### src/rtl/spi_host_master.sv
// Mode-0 SPI initiator: serialises one 24-bit read/write frame per accepted command and,
// for reads, returns the 16-bit word the slave shifts back during the data phase.
module spi_host_master #(
  parameter int unsigned CLK_DIV = 4
) (
  input  logic        clk,
  input  logic        rst,
  input  logic        start,
  input  logic        rwb,
  input  logic [6:0]  add,
  input  logic [15:0] data_in,
  output logic        busy,
  output logic        done,
  output logic [15:0] data_out,
  output logic        csn,
  output logic        sclk,
  output logic        mosi,
  input  logic        miso
);

  localparam logic [2:0] StIdle  = 3'd0;
  localparam logic [2:0] StSetup = 3'd1;
  localparam logic [2:0] StShift = 3'd2;
  localparam logic [2:0] StHold  = 3'd3;
  localparam logic [2:0] StDone  = 3'd4;

  localparam logic [7:0] HalfLast = 8'(CLK_DIV - 1);
  localparam logic [4:0] LastBit  = 5'd23;
  // Leaving bit index 7..22 produces rising edges 9..24, the data phase.
  localparam logic [4:0] FirstDataIdx = 5'd7;

  logic [2:0]  state_q, state_d;
  logic [7:0]  hcnt_q, hcnt_d;
  logic [4:0]  bit_q, bit_d;
  logic [23:0] shift_q, shift_d;
  logic [15:0] rx_q, rx_d;
  logic [15:0] data_out_q, data_out_d;
  logic        rd_q, rd_d;
  logic        sclk_q, sclk_d;
  logic        half_end;

  assign half_end = (hcnt_q == HalfLast);

  always_comb begin
    state_d    = state_q;
    hcnt_d     = hcnt_q;
    bit_d      = bit_q;
    shift_d    = shift_q;
    rx_d       = rx_q;
    rd_d       = rd_q;
    sclk_d     = sclk_q;
    data_out_d = data_out_q;
    case (state_q)
      StIdle: begin
        if (start) begin
          state_d = StSetup;
          shift_d = {rwb, add, rwb ? 16'h0000 : data_in};
          rd_d    = rwb;
          hcnt_d  = 8'd0;
          bit_d   = 5'd0;
          rx_d    = 16'h0000;
        end
      end
      StSetup: begin
        if (half_end) begin
          state_d = StShift;
          hcnt_d  = 8'd0;
          sclk_d  = 1'b1;
        end else begin
          hcnt_d = hcnt_q + 8'd1;
        end
      end
      StShift: begin
        if (!half_end) begin
          hcnt_d = hcnt_q + 8'd1;
        end else begin
          hcnt_d = 8'd0;
          if (sclk_q) begin
            sclk_d = 1'b0;
            // bit0 stays on mosi through the last low half and HOLD
            if (bit_q != LastBit) shift_d = {shift_q[22:0], 1'b0};
          end else if (bit_q == LastBit) begin
            state_d = StHold;
          end else begin
            sclk_d = 1'b1;
            bit_d  = bit_q + 5'd1;
            if (bit_q >= FirstDataIdx) rx_d = {rx_q[14:0], miso};
          end
        end
      end
      StHold: begin
        if (half_end) begin
          state_d = StDone;
          hcnt_d  = 8'd0;
          if (rd_q) data_out_d = rx_q;
        end else begin
          hcnt_d = hcnt_q + 8'd1;
        end
      end
      StDone: begin
        state_d = StIdle;
      end
      default: begin
        state_d = StIdle;
      end
    endcase
  end

  always_ff @(posedge clk or posedge rst) begin
    if (rst) begin
      state_q    <= StIdle;
      hcnt_q     <= 8'd0;
      bit_q      <= 5'd0;
      shift_q    <= 24'h000000;
      rx_q       <= 16'h0000;
      rd_q       <= 1'b0;
      sclk_q     <= 1'b0;
      data_out_q <= 16'h0000;
    end else begin
      state_q    <= state_d;
      hcnt_q     <= hcnt_d;
      bit_q      <= bit_d;
      shift_q    <= shift_d;
      rx_q       <= rx_d;
      rd_q       <= rd_d;
      sclk_q     <= sclk_d;
      data_out_q <= data_out_d;
    end
  end

  assign busy     = (state_q != StIdle);
  assign done     = (state_q == StDone);
  assign csn      = !((state_q == StSetup) || (state_q == StShift) || (state_q == StHold));
  assign sclk     = sclk_q;
  assign mosi     = csn ? 1'b0 : shift_q[23];
  assign data_out = data_out_q;

endmodule
### config.mk
export PLATFORM = sky130hd
export DESIGN_NAME = spi_host_master
export DESIGN_NICKNAME = d
export VERILOG_FILES = /design/src/rtl/spi_host_master.sv
export SDC_FILE = /design/constraint.sdc
export NUM_CORES = 1
export LEC_CHECK = 0
export CORE_MARGIN = 1.5
export CORE_UTILIZATION = 42
export DETAILED_ROUTE_END_ITERATION = 8
export GPL_TIMING_DRIVEN = 0
export SYNTH_ARGS = -nofsm -noshare
export SYNTH_HDL_FRONTEND = slang
export SYNTH_SLANG_ARGS = --single-unit
### constraint.sdc
create_clock -name clk -period 3.9 [get_ports clk]
set_input_delay 0.585 -clock clk [delete_from_list [all_inputs] [get_ports clk]]
set_output_delay 0.585 -clock clk [all_outputs]
set_load 0.01 [all_outputs]
Word-level counts from Yosys, hierarchy flattened
Index checks and enable logic that the tools add are counted.

$add $sub $neg: 2. $lt $le $gt $ge: 1. Equal/unequal tests: 17. Multiplexer cells: 33. Reduce and logical (&&, ||, !) cells: 17.

Operators with widths (count): 16-bit 2-to-1 mux (6); 24-bit 2-to-1 mux (4); 24-bit one-hot mux with 2 select lines (1); 16-bit one-hot mux with 2 select lines (1); 5-bit 2-to-1 mux (4); 2-bit != test, second input constant (10); 3-bit 2-to-1 mux (6); 8-bit 2-to-1 mux (2); 8-bit one-hot mux with 2 select lines (1); 3-bit one-hot mux with 4 select lines (1); 6-bit AND reduction (2); 5-bit one-hot mux with 2 select lines (1); 5-bit AND reduction (2); 8-bit by 1-bit adder with 8-bit output, second input constant (1); 8-bit by 2-bit == test with 1-bit output, second input constant (1); 3-bit by 2-bit == test with 1-bit output, second input constant (2); 3-bit AND reduction (2); 2-bit nonzero test (3); 5-bit by 1-bit adder with 5-bit output, second input constant (1); 5-bit == test, second input constant (1); 5-bit by 3-bit greater-or-equal comparator with 1-bit output, second input constant (1); 1-bit 2-to-1 mux (5); 5-bit != test, second input constant (1); 2-bit AND reduction (2); 8 further kinds (9).

Bits in registers: 74. Input bits: 28. Output and inout port bits: 21. Logic and storage cells: 78.

Depth between registers and ports, before layout
Depth after elaboration: 6. Mapped depth: 7.

Worst setup path after synthesis
No wires, ideal clock.

Path type: flip-flop to flip-flop. Start: register hcnt_q[0]. End: register data_out_q[0] (netlist: data_out[0]). Library setup time: 0.125 ns. Data arrival time: 2.015 ns. Data required time: 3.775 ns. Setup slack: 1.760 ns. Stages on the path, launching flop included: 8. Buffers on the path: 2. Cell sequence: dfrtp_1 -> ha_1 -> or4b_4 -> nor3_2 -> and4_1 -> buf_6 -> buf_12 -> mux2_4.

Longest elaborated chain between the ends: 2.

RTL lines: start: declaration (RTL line 33) `logic [7:0] hcnt_q, hcnt_d;`; start signal: assignment (RTL line 121) `hcnt_q <= hcnt_d;`; 8-bit by 2-bit == test with 1-bit output (RTL line 42) `assign half_end = (hcnt_q == HalfLast);`; 3-bit AND reduction (no source line); end signal: assignment (RTL line 127) `data_out_q <= data_out_d;`; end: declaration (RTL line 37) `logic [15:0] data_out_q, data_out_d;`.

No other way between the ends. A chain may end at the register's enable or synchronous reset.

Final worst setup path
Start: register state_q[0]. End: output csn.

Longest elaborated chain between the ends: 4.

RTL lines: start: declaration (RTL line 32) `logic [2:0] state_q, state_d;`; start signal: assignment (RTL line 111) `state_q <= StIdle;`; start signal: assignment (RTL line 120) `state_q <= state_d;`; 3-bit by 1-bit == test with 1-bit output or 3-bit by 2-bit == test with 1-bit output (tied branches) (RTL line 133) `assign csn = !((state_q == StSetup) || (state_q == StShift) || (state_q == StHold));`; 1-bit logical OR (RTL line 133); 1-bit logical OR * (RTL line 133); 1-bit zero test * (RTL line 133); end: declaration (RTL line 15) `output logic csn,`.

Every way passes the cells marked *; elsewhere a longest branch is shown, timed or not.

==> run summary <==
• **run status** finished, final reports clean
• **vertical extent of the die** 94.1 um
• **share of layout cells above drive strength 1** 0.131
• **placer congestion estimate** 0.821
• **TritonCTS clock tree** yes
• **crit path capture type** primary output
• **total of flip-flops plus latches after synthesis** 74
• **placed cells** 464
• **Slew Viols, Final** 0
• **first-pass GRT wire length** 12.0 mm
• **die footprint** 8850 sq um
• **Post-Route WL** 6.99 mm
• **Final Hold Vio Count** 0
• **Setup Fix Bufs, Post-CTS** 0
• **mean post-synth cell area** 11.2 sq um
• **H-tree levels** 3
• **worst ir drop on vdd** 0.249 mV
• **flop-to-flop setup slack** 1480 ps
• **post-layout minimum cycle time** 2740 ps
• **setup repair after global routing missed its margin** no
• **XOR/XNOR Fraction of Synth Area** 0.00503
• **post-detailed-route wirelength per cell** 14.6 um
• **gate count of the mapped netlist** 311
• **Max Root-Sink Buffers** 2
• **number of routed nets with antenna violations** 0
• **largest cells by area after synthesis** sky130_fd_sc_hd__dfrtp_1 (53%), sky130_fd_sc_hd__o21ai_0 (6.9%), sky130_fd_sc_hd__a22o_1 (4.5%)
• **clock root cell** sky130_fd_sc_hd__clkbuf_8
• **Async S/R FF share, synth** 1.00
• **Max-Cap Viols** 0
• **Hold Crit Class** reg2reg
• **layout filler cell count** 715
• **most frequently used flop master after synthesis** sky130_fd_sc_hd__dfrtp_1
• **initial cell density of the core** 0.428
• **clk sink count** 74
• **worst-path maximum fanout** 10
• **cts hold-fix bufs** 0
• **vias in the first global route** 2546
• **number of distinct library cells after synthesis** 45
• **warning count from the yosys run** 0
• **nets** 400
• **I/O Buffers** 47
• **total congestion overflow after global routing** 0
• **synthesized-area fraction occupied by adder cells** 0.00718
• **share of the synthesized area in the top cell type** 0.532
• **Worst EP arrival** 2150 ps
• **clk slew on worst S/H paths** 80 ps
• **TNS Setup** 0 ps
• **ant diodes** 0
• **Area growth syn-to-layout** 24.2%
• **hold path cells** 1
• **DIE WIDTH** 94.1 um
• **mux share of post-synthesis cell area** 0.0948
• **GRT Total Usage** 0.176
• **final std cell area, no fill** 4330 sq um
• **Power Density** 610 nW/um^2
• **number of core rows** 33
• **dominant combinational cell family by area after synthesis** compound AO/OA/AOI/OAI gates
• **Leakage** 1.85 nW
• **number of primary I/O pins** 49
• **final hold slack** 505 ps
• **DR iter-0 viols** 134
• **clock latency at the later pin of the worst-skew pair** 350 ps
• **core outline area** 8130 sq um
• **Synth Area in Simple Gates** 0.132
• **number of search-and-repair iterations in the first detailed-routing pass** 6
• **most instantiated library cell after synthesis** sky130_fd_sc_hd__dfrtp_1
• **pin count of the biggest net entering global routing** 39
• **post-synthesis net count** 341
• **final cycle utilization of the critical path** 0.701
• **filler-free cell count of the finished design** 480
• **Worst Tran Pin Value** 721 ps
• **fmax** 0.366 GHz
• **Worst EP required** 3310 ps
• **sequential share of the synthesized area** 0.532
• **cells on worst reg2reg path** 6
• **element type at the critical path start** register
• **critical setup path kind** reg2out
• **EDFF count, synth** 0
• **tightest slew margin relative to the limit** 0.517
• **post-detailed-placement cell area** 4110 sq um
• **DRC violation count after routing** 0
• **Vias per Instance** 5.34
• **share of the synthesized area in compound gates (AO/OA/AOI/OAI)** 0.190
• **number of antenna violations at the first check in global routing** 0
• **vias after detailed routing** 2563
• **placed wire-length estimate** 4.82 mm
• **CTS resizes** 0
• **number of clock buffers inserted by TritonCTS** 9
• **most numerous cell types in the synthesized netlist** sky130_fd_sc_hd__dfrtp_1 (74), sky130_fd_sc_hd__o21ai_0 (48), sky130_fd_sc_hd__a21oi_1 (24)
• **post-synthesis cell type with the largest combined area** sky130_fd_sc_hd__dfrtp_1
• **area of the mapped netlist** 3480 sq um
• **endpoints failing setup** 0
• **setup skew after layout** 9.66 ps
==> stage by stage <==
stage	total power, W	utilization	worst slack [ps]
floorplan	0.00171	-	1430
global placement	0.00198	0.502	156
detailed placement	0.00201	0.505	1050
CTS	0.00267	0.532	1130
global route	0.00285	0.532	1000
finish	0.00264	0.532	1160
==> area by class of cell <==
| cell class | instances | area [sq um] | share of cell area |
|---|---|---|---|
| inverters | 4 | 17.5 | 0.00405 |
| well taps | 105 | 131 | 0.0304 |
| plain buffers | 23 | 124 | 0.0286 |
| repair buffers | 48 | 490 | 0.113 |
| clock inverters | 6 | 90.1 | 0.0208 |
| flip-flops and latches | 74 | 1850 | 0.428 |
| multi-input cells | 210 | 1490 | 0.345 |
| clock buffers | 10 | 128 | 0.0295 |
==> kinds of logic (layout without fill, tap and decap cells) <==
group	count (synthesis)	in the layout
AO/OA/AOI/OAI	112	112
flip-flops	74	74
AND/OR/NAND/NOR	67	67
multiplexers	27	27
buffers and inverters	27	91
adder cells (fa/ha/maj)	2	2
XOR/XNOR	2	2
==> power breakdown <==
part / switching, W / leakage, nW / internal, W
combinational: 0.000557 / 0.751 / 0.000378
sequential: 0.000118 / 0.997 / 0.000932
clock: 0.000291 / 0.107 / 0.000363
total: 0.000966 / 1.85 / 0.00167
==> final timing paths <==
check / startpoint / end
max: state_q[0] / csn
min: data_out[12] / data_out[12]
max reg2reg: hcnt_q[0] / shift_q[10]
min reg2reg: data_out[12] / data_out[12]
max in group asynchronous: rst / rx_q[12]
min in group asynchronous: rst / data_out[1]
==> critical path, stage by stage (launching register included) <==
cell	delay, ps
sky130_fd_sc_hd__dfrtp_1	420
sky130_fd_sc_hd__buf_2	190
sky130_fd_sc_hd__o21ba_2	220
sky130_fd_sc_hd__clkbuf_1	180
sky130_fd_sc_hd__inv_1	220
sky130_fd_sc_hd__clkdlybuf4s50_1	570
==> flip-flops by register name (all words and copies together) (netlist names) <==
| signal | cells |
|---|---|
| shift_q | 24 |
| data_out | 16 |
| rx_q | 16 |
| hcnt_q | 8 |
| bit_q | 5 |
| state_q | 3 |
| rd_q | 1 |
| sclk | 1 |
==> cell usage in the layout (no fill, tap or decap), types with 8 or more instances in the layout <==
cell                              synthesis  routed
sky130_fd_sc_hd__mux2_4                  10      10
sky130_fd_sc_hd__dfrtp_1                 74      74
sky130_fd_sc_hd__clkbuf_8                 0       9
sky130_fd_sc_hd__o21ai_0                 48      48
sky130_fd_sc_hd__nor3b_1                 16      16
sky130_fd_sc_hd__a22o_1                  18      18
sky130_fd_sc_hd__mux2i_1                  9       9
sky130_fd_sc_hd__a21oi_1                 24      24
sky130_fd_sc_hd__clkdlybuf4s50_1          0      47
sky130_fd_sc_hd__nand2_1                 11      11
sky130_fd_sc_hd__o21ai_1                  9       9
sky130_fd_sc_hd__mux2_2                   8       8
sky130_fd_sc_hd__clkbuf_1                15      16
==> per-layer routing <==
| metal | global-route usage | routed length, um | share of wire | vias to the layer above |
|---|---|---|---|---|
| met1 | 0.244 | 3500 | 0.50 | 1235 |
| li1 | - | - | - | 1261 |
| met3 | 0.0340 | 294 | 0.042 | 8 |
| met2 | 0.268 | 3090 | 0.44 | 59 |
| met5 | 0 | 0 | 0 | - |
| met4 | 0.0759 | 108 | 0.015 | 0 |
No activity file was read; power rests on OpenSTA's default activity.
